<file path="config.mk">
export PLATFORM = sky130hd
export DESIGN_NAME = move_sched
export DESIGN_NICKNAME = d
export VERILOG_FILES = /design/src/rtl/move_sched.sv
export SDC_FILE = /design/constraint.sdc
export NUM_CORES = 1
export LEC_CHECK = 0
export CORE_ASPECT_RATIO = 2
export CORE_MARGIN = 2
export CORE_UTILIZATION = 49
export CTS_BUF_LIST = sky130_fd_sc_hd__clkbuf_4 sky130_fd_sc_hd__clkbuf_8 sky130_fd_sc_hd__clkbuf_16
export DETAILED_ROUTE_END_ITERATION = 16
export DONT_BUFFER_PORTS = 1
export PLACE_DENSITY = 0.65
export SYNTH_ARGS = -nofsm -noshare
export SYNTH_HDL_FRONTEND = slang
export SYNTH_SLANG_ARGS = --single-unit
</file>
<file path="constraint.sdc">
create_clock -name clk -period 2.8 [get_ports clk]
set_input_delay 0.56 -clock clk [delete_from_list [all_inputs] [get_ports clk]]
set_output_delay 0.56 -clock clk [all_outputs]
set_load 0.05 [all_outputs]
</file>
<file path="src/rtl/move_sched.sv">
// Game-input sequencer: MENU/ARM/PLAY mode FSM, one arbitrated cursor move per
// video frame with auto-repeat, cursor clamped to the playfield.
// Ports:
//   clk, reset            clock, synchronous active-high reset
//   frame_tick            one-cycle pulse per video frame
//   left/right/up/down    direction key levels
//   enter, game_reset     key levels
//   cursor_x, cursor_y    registered cursor position (y = 0 is top row)
//   move_tick             pulse: cursor changed
//   blocked_tick          pulse: move attempted against the playfield edge
//   sel_tick              pulse: enter pressed while in PLAY
//   state                 00 MENU, 01 ARM, 10 PLAY
module move_sched #(
  parameter int unsigned GRID_W       = 10,
  parameter int unsigned GRID_H       = 20,
  parameter int unsigned XW           = 4,
  parameter int unsigned YW           = 5,
  parameter int unsigned REPEAT_DELAY = 12,
  parameter int unsigned REPEAT_RATE  = 4
) (
  input  logic          clk,
  input  logic          reset,
  input  logic          frame_tick,
  input  logic          left,
  input  logic          right,
  input  logic          up,
  input  logic          down,
  input  logic          enter,
  input  logic          game_reset,
  output logic [XW-1:0] cursor_x,
  output logic [YW-1:0] cursor_y,
  output logic          move_tick,
  output logic          blocked_tick,
  output logic          sel_tick,
  output logic [1:0]    state
);

  localparam int unsigned CW = 8;

  typedef enum logic [1:0] {
    S_MENU = 2'b00,
    S_ARM  = 2'b01,
    S_PLAY = 2'b10
  } state_t;

  typedef enum logic [2:0] {
    D_NONE  = 3'd0,
    D_LEFT  = 3'd1,
    D_RIGHT = 3'd2,
    D_UP    = 3'd3,
    D_DOWN  = 3'd4
  } dir_t;

  state_t        state_q;
  dir_t          active_q;
  logic [CW-1:0] cnt_q;
  logic [XW-1:0] x_q, x_d;
  logic [YW-1:0] y_q, y_d;
  logic          enter_q;
  logic          move_q, blocked_q, sel_q;

  dir_t          req_c;
  logic          in_range_c;
  logic          enter_rise_c;
  logic          attempt_c;

  // Fixed-priority arbitration and the clamped target cell for the winner.
  always_comb begin
    req_c      = D_NONE;
    x_d        = x_q;
    y_d        = y_q;
    in_range_c = 1'b0;
    if (left)       req_c = D_LEFT;
    else if (right) req_c = D_RIGHT;
    else if (up)    req_c = D_UP;
    else if (down)  req_c = D_DOWN;
    case (req_c)
      D_LEFT: if (x_q != XW'(0)) begin
        in_range_c = 1'b1;
        x_d        = x_q - XW'(1);
      end
      D_RIGHT: if (x_q != XW'(GRID_W - 1)) begin
        in_range_c = 1'b1;
        x_d        = x_q + XW'(1);
      end
      D_UP: if (y_q != YW'(0)) begin
        in_range_c = 1'b1;
        y_d        = y_q - YW'(1);
      end
      D_DOWN: if (y_q != YW'(GRID_H - 1)) begin
        in_range_c = 1'b1;
        y_d        = y_q + YW'(1);
      end
      default: ;
    endcase
  end

  assign enter_rise_c = enter & ~enter_q;
  // A move is attempted on a new winner or when the repeat counter expires.
  assign attempt_c    = (req_c != D_NONE) &&
                        ((req_c != active_q) || (cnt_q == CW'(1)));

  // Mode FSM, repeat state, cursor and event pulses.
  always_ff @(posedge clk) begin
    if (reset) begin
      state_q   <= S_MENU;
      active_q  <= D_NONE;
      cnt_q     <= '0;
      x_q       <= XW'(GRID_W / 2);
      y_q       <= YW'(GRID_H / 2);
      enter_q   <= 1'b0;
      move_q    <= 1'b0;
      blocked_q <= 1'b0;
      sel_q     <= 1'b0;
    end else begin
      enter_q   <= enter;
      move_q    <= 1'b0;
      blocked_q <= 1'b0;
      sel_q     <= 1'b0;
      if (game_reset) begin
        state_q  <= S_MENU;
        active_q <= D_NONE;
        cnt_q    <= '0;
        x_q      <= XW'(GRID_W / 2);
        y_q      <= YW'(GRID_H / 2);
      end else begin
        case (state_q)
          S_MENU: if (enter_rise_c) state_q <= S_ARM;
          // Wait for the start press to be released so it is not a select.
          S_ARM:  if (!enter) state_q <= S_PLAY;
          S_PLAY: begin
            if (enter_rise_c) sel_q <= 1'b1;
            if (frame_tick) begin
              if (attempt_c) begin
                if (in_range_c) begin
                  x_q    <= x_d;
                  y_q    <= y_d;
                  move_q <= 1'b1;
                end else begin
                  blocked_q <= 1'b1;
                end
              end
              if (req_c == D_NONE) begin
                active_q <= D_NONE;
                cnt_q    <= '0;
              end else if (req_c != active_q) begin
                active_q <= req_c;
                cnt_q    <= CW'(REPEAT_DELAY);
              end else if (cnt_q == CW'(1)) begin
                cnt_q <= CW'(REPEAT_RATE);
              end else if (cnt_q > CW'(1)) begin
                cnt_q <= cnt_q - CW'(1);
              end
            end
          end
          default: state_q <= S_MENU;
        endcase
      end
    end
  end

  assign cursor_x     = x_q;
  assign cursor_y     = y_q;
  assign move_tick    = move_q;
  assign blocked_tick = blocked_q;
  assign sel_tick     = sel_q;
  assign state        = state_q;

endmodule
</file>
# Word-level counts from Yosys, hierarchy flattened
# Index checks and enable logic that the tools add are counted.
# Widths: inputs -> output; s select.
dict set report totals {
  ff_bits 26
  latchBits 0
  ram_bits 0
  mem_bits_ro 0
  inputBits 9
  memories 0
}
dict set report classes {
  addsub 5
  mul 0
  n_div 0
  order_cmp 1
  n_eq_ne 16
  shift 0
  n_mux 27
  bitwise 5
  reduce_logical 19
}
# op count
set ops {}
lappend ops {{$mux 8} 4}
lappend ops {{$mux 3} 6}
lappend ops {{$reduce_and 7->1} 2}
lappend ops {{$ne 2x2->1 const B} 6}
lappend ops {{$mux 5} 2}
lappend ops {{$pmux 5 s2} 1}
lappend ops {{$reduce_and 3->1} 3}
lappend ops {{$eq 8x1->1 const B} 1}
lappend ops {{$gt 8x1->1 const B} 1}
lappend ops {{$mux 4} 2}
lappend ops {{$pmux 4 s2} 1}
lappend ops {{$reduce_bool 4->1} 2}
lappend ops {{$sub 8x1->8 const B} 1}
lappend ops {{$mux 1} 7}
lappend ops {{$eq 3x2->1 const B} 2}
lappend ops {{$pmux 2 s3} 1}
lappend ops {{$reduce_bool 2->1} 3}
lappend ops {{$add 5x1->5 const B} 1}
lappend ops {{$ne 5x5->1 const B} 1}
lappend ops {{$reduce_bool 5->1} 1}
lappend ops {{$reduce_or 5->1} 1}
lappend ops {{$sub 5x1->5 const B} 1}
lappend ops {{$add 4x1->4 const B} 1}
lappend ops {{$mux 2} 2}
lappend ops {{other kinds (17)} 20}

# Logic depth before layout (Yosys ltp)
# Gate-level depths: netlist of the first run.
dict set report depth {
  ltp_word 9
  ltp_mapped 10
}

# Worst setup path after synthesis of the first run
# OpenSTA, ideal clock, no wires.
dict set report synth_path {
  path_type {input port to flip-flop}
  start {in right}
  end {reg y_q[4] (netlist: cursor_y[4])}
  setup_time_ns 0.128
  arrival_time_ns 2.441
  required_ns 2.672
  path_slack_ns 0.231
  cell_stages 10
  n_path_buf 1
  path_cell_list {buf_2 -> nor4b_2 -> inv_1 -> fa_1 -> a21o_1 -> a21oi_1 -> xnor2_1 -> o2111ai_1 -> xor2_1 -> nor2_1}
}
dict set report synth_between {
  elab_chain_cells 6
  word_cells_on_any_way 16
}
# item line_no
set synth_lines {}
lappend synth_lines {{from (decl)} 25} ;# input logic right,
lappend synth_lines {{$mux 3 *} 74} ;# else if (right) req_c = D_RIGHT;
lappend synth_lines {{$mux 3 *} 73} ;# if (left) req_c = D_LEFT;
lappend synth_lines {{parallel branches: the longest is 4 deep, another holds $reduce_and 7->1} --}
lappend synth_lines {{to (signal assigned)} 110} ;# y_q <= YW'(GRID_H / 2);
lappend synth_lines {{to (signal assigned)} 125} ;# y_q <= YW'(GRID_H / 2);
lappend synth_lines {{to (signal assigned)} 137} ;# y_q <= y_d;
lappend synth_lines {{to (decl)} 58} ;# logic [YW-1:0] y_q, y_d;
# Mark *: on every way between the ends.
# A chain may end at the register's enable or synchronous reset.

# Worst setup path in the final report of the first run
dict set report layout_path {
  start {reg cnt_q[1]}
  end {reg cnt_q[2]}
}
dict set report layout_between {
  elab_chain_cells 5
  word_cells_on_any_way 9
}
# item line_no
set layout_lines {}
lappend layout_lines {{from (decl)} 56} ;# logic [CW-1:0] cnt_q;
lappend layout_lines {{from (signal assigned)} 148} ;# cnt_q <= CW'(REPEAT_DELAY);
lappend layout_lines {{from (signal assigned)} 150} ;# cnt_q <= CW'(REPEAT_RATE);
lappend layout_lines {{from (signal assigned)} 152} ;# cnt_q <= cnt_q - CW'(1);
lappend layout_lines {{$sub 8x1->8} 152}
lappend layout_lines {{$mux 8} 151} ;# end else if (cnt_q > CW'(1)) begin
lappend layout_lines {{$mux 8} 149} ;# end else if (cnt_q == CW'(1)) begin
lappend layout_lines {{$mux 8} 146} ;# end else if (req_c != active_q) begin
lappend layout_lines {{$mux 8} 143} ;# if (req_c == D_NONE) begin
# Several ways; a longest one is shown, not always the timed one. The select of a mux whose other input is x is not followed.

==> impl_metrics.env, run 1 <==
export IMPL_min_path_type="in -> reg"
export IMPL_period_needed_ns=2.48
export IMPL_critical_path_class="reg -> reg"
export IMPL_arrival_ns=2.64
export IMPL_fin_area_um2=1670
export IMPL_clock_skew_ns=0.00496
export IMPL_cts_root_buf="clkbuf_8"
export IMPL_post_cts_buffers=0
export IMPL_outcome="completed"
export IMPL_gp_congestion=0.839
export IMPL_track_usage_pct=20.4
export IMPL_cts_clk_slew_worst_paths_ns=0.09
export IMPL_wl_per_cell_um=16.3
export IMPL_syn_area_um2=1510
export IMPL_hold_buffers=0
export IMPL_ys_ff_latch=26
export IMPL_rows=28
export IMPL_n_antenna_cell=0
export IMPL_ir_drop_mv=0.320
export IMPL_p_per_area_nw_per_um2=443
export IMPL_setup_viol=0
export IMPL_worstHoldStart="reset"
export IMPL_async_reset_ff_share_pct=0
export IMPL_leakage_nw=0.636
export IMPL_drt_iter0_drc=20
export IMPL_critPathLaunch="cnt_q[1]"
export IMPL_drc=0
export IMPL_die_y_um=82.5
export IMPL_vias=1250
export IMPL_hold_path_end="enter_q"
export IMPL_antenna_found_initial=0
export IMPL_worst_pin_slew_ns=0.702
export IMPL_ys_seq_area_share_pct=34.4
export IMPL_overflow=0
export IMPL_slew_headroom_pct=53.2
export IMPL_hold_ws_ns=0.368
export IMPL_end_kind="register"
export IMPL_cts_tree="built"
export IMPL_initial_core_util_pct=51.4
export IMPL_cts_htree_levels=1
export IMPL_rsz0062_at_grt="no"
export IMPL_nNetsFinal=196
export IMPL_viasPerCell=6.04
export IMPL_grt_pass1_wl_um=5690
export IMPL_die_w_um=43.3
export IMPL_dr_pass1_iters=4
export IMPL_netlist_instances=169
export IMPL_path_max_fanout=6
export IMPL_clock_sinks=26
export IMPL_place_hpwl_um=2630
export IMPL_cts_resized=0
export IMPL_hold_viol=0
export IMPL_fmax_ghz=0.403
export IMPL_synth_avg_cell_area_um2=8.94
export IMPL_postRouteAntennaNets=0
export IMPL_drive_gt1_share_pct=13.0
export IMPL_dp_cells=203
export IMPL_area_delta_synth_final_pct=10.3
export IMPL_synth_edff_count=0
export IMPL_dieArea_um2=3570
export IMPL_clk_latency_ns=0.27
export IMPL_yosys_warnings=0
export IMPL_tns_ns=0
export IMPL_rr_worst_depth=8
export IMPL_slew_violations=0
export IMPL_r2r_slack_ns=0.32
export IMPL_start_kind="register"
export IMPL_maxCapViolCount=0
export IMPL_synth_cell_types=42
export IMPL_boundaryPins=23
export IMPL_cts_max_path_buffers=2
export IMPL_layout_cells_non_filler=207
export IMPL_cts_buffers=3
export IMPL_r2r_end="cnt_q[2]"
export IMPL_routed_wl_um=3370
export IMPL_ys_flop_type="dfxtp_1"
export IMPL_r2r_start="cnt_q[1]"
export IMPL_coreArea_um2=2940
export IMPL_finalCritPeriodShare_pct=88.6
export IMPL_min_path_cells=1
export IMPL_grt_max_degree=16
export IMPL_dpl_cell_area_um2=1600
export IMPL_synthesis_nets=187
export IMPL_required_ns=2.96
export IMPL_grt_pass1_vias=1301
export IMPL_totalPowerFinal_mw=0.739
export IMPL_port_buffers=0
==> report_power, final <==
group | leakage (nW) | internal, mW | switching [mW]
clock | 0.0357 | 0.191 | 0.118
sequential | 0.210 | 0.371 | 0.00236
combinational | 0.390 | 0.0236 | 0.0329
total | 0.636 | 0.586 | 0.153
==> state kept, by name, summed over array words and instances (netlist names), 2 cells and up <==
name      cells
active_q      3
cnt_q         8
cursor_x      4
cursor_y      5
state         2
==> layout by cell type, fill, tap and decap left out, types with 3 or more instances in the layout <==
cell type	n
or3_1	3
nand3_1	4
nand2_1	11
nand2b_1	4
mux2i_1	5
buf_4	9
nor4_1	5
a21o_1	4
nor3_1	4
inv_1	5
xnor2_1	8
dfxtp_1	26
o21ai_0	5
clkbuf_8	3
xor2_1	7
ha_1	7
nor2_1	19
a21oi_1	13
==> area by class of cell <==
class | count | area (µm²)
flip-flops and latches | 26 | 520
clock inverters | 1 | 30.0
inverters | 5 | 18.8
clock buffers | 3 | 41.3
multi-input cells | 133 | 952
fillers | 288 | 1270
repair buffers | 9 | 67.6
well taps | 30 | 37.5
==> worst max path at each step <==
stage,cells after the start,to
floorplan,10,cursor_y[4]
global placement,9,cursor_y[4]
detailed placement,9,cursor_y[4]
CTS,8,cnt_q[2]
global route,8,cnt_q[0]
finish,8,cnt_q[2]
==> Yosys cell counts, drive strengths merged, types with 3 or more instances <==
master / instances / share of area [%]
nand2: 11 / 2.7
nor4: 5 / 2.1
a21oi: 13 / 4.3
o21ai: 5 / 1.7
xor2: 7 / 4.1
nand2b: 4 / 1.7
a21o: 4 / 2.0
ha: 7 / 5.8
xnor2: 8 / 4.6
inv: 5 / 1.2
nor3: 4 / 1.3
dfxtp: 26 / 34
or3: 5 / 2.2
nand3: 4 / 1.3
nor4b: 3 / 2.2
mux2i: 5 / 3.3
clkbuf: 4 / 0.99
nor2: 19 / 4.7
or4: 4 / 2.3
==> kinds of logic after synthesis <==
group | count (synthesis) | synth area share (%)
simple gates | 69 | 25.8
compound gates | 35 | 16.7
fa+ha+maj | 9 | 8.44
flops | 26 | 34.4
mux | 5 | 3.31
buf+inv | 10 | 2.57
xor+xnor | 15 | 8.69
==> metal layers <==
metal	wire length, µm	up-vias	part of all wire [%]	GRT usage, %
li1	-	627	-	-
met1	1230	593	37	20.9
met2	1960	25	58	39.4
met3	127	5	3.8	3.70
met4	43	0	1.3	7.88
met5	0	-	0	0
==> worst max-delay path: stages (launching register included) <==
cell	delay (ns)
dfxtp_1	0.32
inv_1	0.09
ha_1	0.24
or3b_2	0.45
or4_2	0.59
a211oi_4	0.29
nor2_1	0.18
mux2i_1	0.18
nor2_1	0.05
==> stage by stage <==
| step | worst slack [ns] | utilization, % |
|---|---|---|
| 3_3_place_gp | 0.301 | 54.3 |
| 6_report | 0.319 | 56.7 |
| 5_1_grt | 0.172 | 56.7 |
| 2_1_floorplan | 0.231 | - |
| 4_1_cts | 0.313 | 56.7 |
| 3_5_place_dp | 0.204 | 54.3 |
(Power assumes the default switching activity.)
==> run 2, diff against run 1 <==
- ABC_AREA: default -> 1
- MAX_ROUTING_LAYER: default -> met4
==> run 2 against run 1 <==
  * First-iteration DRC count rose by 30%
  * Total power up 0.95%
  * Hold slack worse by 0.027 ns
  * Critical path type unchanged
  * Critical endpoint is now cnt_q[5]
  * Largest power group unchanged
==> impl_metrics.env, run 2 <==
export IMPL_outcome="completed"
export IMPL_netlist_top_cells_area="dfxtp_1 32%, nand2_1 12%, nand3_1 7.7%"
export IMPL_ys_seq_area_share_pct=32.1
export IMPL_dp_cells=275
export IMPL_hold_buffers=0
export IMPL_viasPerCell=5.43
export IMPL_r2r_slack_ns=0.87
export IMPL_n_antenna_cell=0
export IMPL_final_common_cell="nand2_1"
export IMPL_slew_headroom_pct=55.1
export IMPL_grt_pass1_vias=1482
export IMPL_cts_resized=0
export IMPL_regMostFlops="cnt_q"
export IMPL_dieArea_um2=3810
export IMPL_ir_drop_mv=0.282
export IMPL_layout_cells_non_filler=279
export IMPL_gp_congestion=0.840
export IMPL_largest_reg_flops=8
export IMPL_critical_path_class="reg -> reg"
export IMPL_grt_pass1_wl_um=6350
export IMPL_cts_clk_slew_worst_paths_ns=0.09
export IMPL_initial_core_util_pct=51.4
export IMPL_dr_pass1_iters=4
export IMPL_slew_violations=0
export IMPL_cts_root_buf="clkbuf_8"
export IMPL_netlist_instances=239
export IMPL_synth_most_common_cell="nand2_1"
export IMPL_yosys_warnings=0
export IMPL_synth_top_area_share_pct=32.1
export IMPL_cp_slowest_cell="dfxtp_1"
export IMPL_leakage_nw=0.788
export IMPL_min_path_cells=1
export IMPL_worst_pin_slew_ns=0.673
export IMPL_track_usage_pct=22.5
export IMPL_hold_viol=0
export IMPL_die_y_um=85.4
export IMPL_r2r_start="state[1]"
export IMPL_finalCritPeriodShare_pct=68.8
export IMPL_grt_max_degree=16
export IMPL_area_delta_synth_final_pct=9.34
export IMPL_postRouteAntennaNets=0
export IMPL_slowest_delay_ns=0.67
export IMPL_start_kind="register"
export IMPL_min_path_type="in -> reg"
export IMPL_netlist_top_cells_count="53 x nand2_1, 32 x nor2_1, 26 x dfxtp_1, 25 x inv_1, 25 x nand3_1"
export IMPL_yosysTopAreaCell="dfxtp_1"
export IMPL_arrival_ns=2.13
export IMPL_totalPowerFinal_mw=0.746
export IMPL_worstHoldStart="reset"
export IMPL_syn_area_um2=1620
export IMPL_clock_sinks=26
export IMPL_synth_edff_count=0
export IMPL_rows=29
export IMPL_synthesis_nets=257
export IMPL_cts_tree="built"
export IMPL_vias=1515
export IMPL_rsz0062_at_grt="no"
export IMPL_setup_viol=0
export IMPL_tns_ns=0
export IMPL_cts_buffers=3
export IMPL_end_kind="register"
export IMPL_required_ns=3.00
export IMPL_cts_max_path_buffers=2
export IMPL_layout_common_cells="53 x nand2_1, 32 x nor2_1, 26 x dfxtp_1"
export IMPL_post_cts_buffers=0
export IMPL_path_max_fanout=10
export IMPL_fmax_ghz=0.519
export IMPL_synth_avg_cell_area_um2=6.78
export IMPL_hold_ws_ns=0.341
export IMPL_period_needed_ns=1.93
export IMPL_boundaryPins=23
export IMPL_r2r_end="cnt_q[5]"
export IMPL_async_reset_ff_share_pct=0
export IMPL_drive_gt1_share_pct=10.5
export IMPL_p_per_area_nw_per_um2=421
export IMPL_synth_cell_types=28
export IMPL_ys_flop_type="dfxtp_1"
export IMPL_overflow=0
export IMPL_ys_ff_latch=26
export IMPL_hold_path_end="enter_q"
export IMPL_port_buffers=0
export IMPL_final_util_pct=56.2
export IMPL_coreArea_um2=3160
export IMPL_routed_wl_um=3700
export IMPL_maxCapViolCount=0
export IMPL_antenna_found_initial=0
export IMPL_drt_iter0_drc=26
export IMPL_drc=0
export IMPL_nNetsFinal=267
export IMPL_clk_latency_ns=0.27
export IMPL_clock_skew_ns=0.00599
export IMPL_die_w_um=44.7
export IMPL_wl_per_cell_um=13.2
export IMPL_path_cells="inv_1, nor2_1, nand2_1, nor2_1, inv_1, nand2_2, nand2_1, a21oi_1"
export IMPL_place_hpwl_um=2960
export IMPL_cts_htree_levels=1
export IMPL_rr_worst_depth=8
## run 2: cell count changes in the layout (fill, tap and decap cells not counted), sizes merged, moves of 6 or more
| cell | delta |
|---|---|
| nand3 | +23 |
| inv | +22 |
| xnor2 | -7 |
| nor2 | +16 |
| o21ai | +6 |
| nand2 | +45 |
## run 2: power by group
part	leakage [nW]	internal, mW	total, mW	switching (mW)
logic	0.542	0.0200	0.0618	0.0418
registers	0.210	0.371	0.373	0.00170
clock network	0.0357	0.191	0.311	0.120
## run 2: cells by family after synthesis
kind of cell               Yosys count  share of synthesized area [%]
AOI/OAI and AO/OA                   31                           10.8
xor gates and xnor gates             9                           4.86
adders and majority gates            9                           7.87
buffers and inverters               30                           7.41
DFF                                 26                           32.1
and+or+nand+nor                    134                           37.0
## run 2: critical path: cells and delay by family (launching register included)
family          cells  cell delay, ns
simple gates        5            0.81
compound gates      1            0.13
flops               1            0.67
buf+inv             2            0.26
## run 2: worst max-delay path by stage
stage | to | slack [ns] | cells after the start | from
final | cnt_q[5] | 0.87 | 8 | state[1]
after global routing | cursor_y[4] | 0.64 | 11 | cursor_y[0]
after CTS | cursor_x[1] | 0.85 | 9 | cursor_y[0]
after detailed placement | cnt_q[3] | 0.76 | 10 | left
after global placement | cursor_y[4] | 0.78 | 10 | right
after floorplan | cursor_y[4] | 0.89 | 10 | left
## run 2: routing by layer
layer  vias up  GRT usage (%)  share of wire, %
met4         0           10.2               2.8
li1        800              -                 -
met1       679           24.1                39
met5         -              -                 0
met2        27           39.0                55
met3         9           2.77               2.8
## run 2: per-stage QoR
stage / cell area (µm²) / worst slack [ns]
CTS: 1770 / 0.851
detailed placement: 1700 / 0.763
floorplan: 1620 / 0.891
finish: 1770 / 0.873
global route: 1770 / 0.641
global placement: 1700 / 0.785
## run 2: area by class of cell
cell class	count	area (µm²)
Clock inverter	1	30.0
Tap cell	31	38.8
Timing Repair Buffer	8	60.1
Sequential cell	26	520
Fill cell	333	1380
Clock buffer	3	41.3
Inverter	27	101
Multi-Input combinational cell	183	981
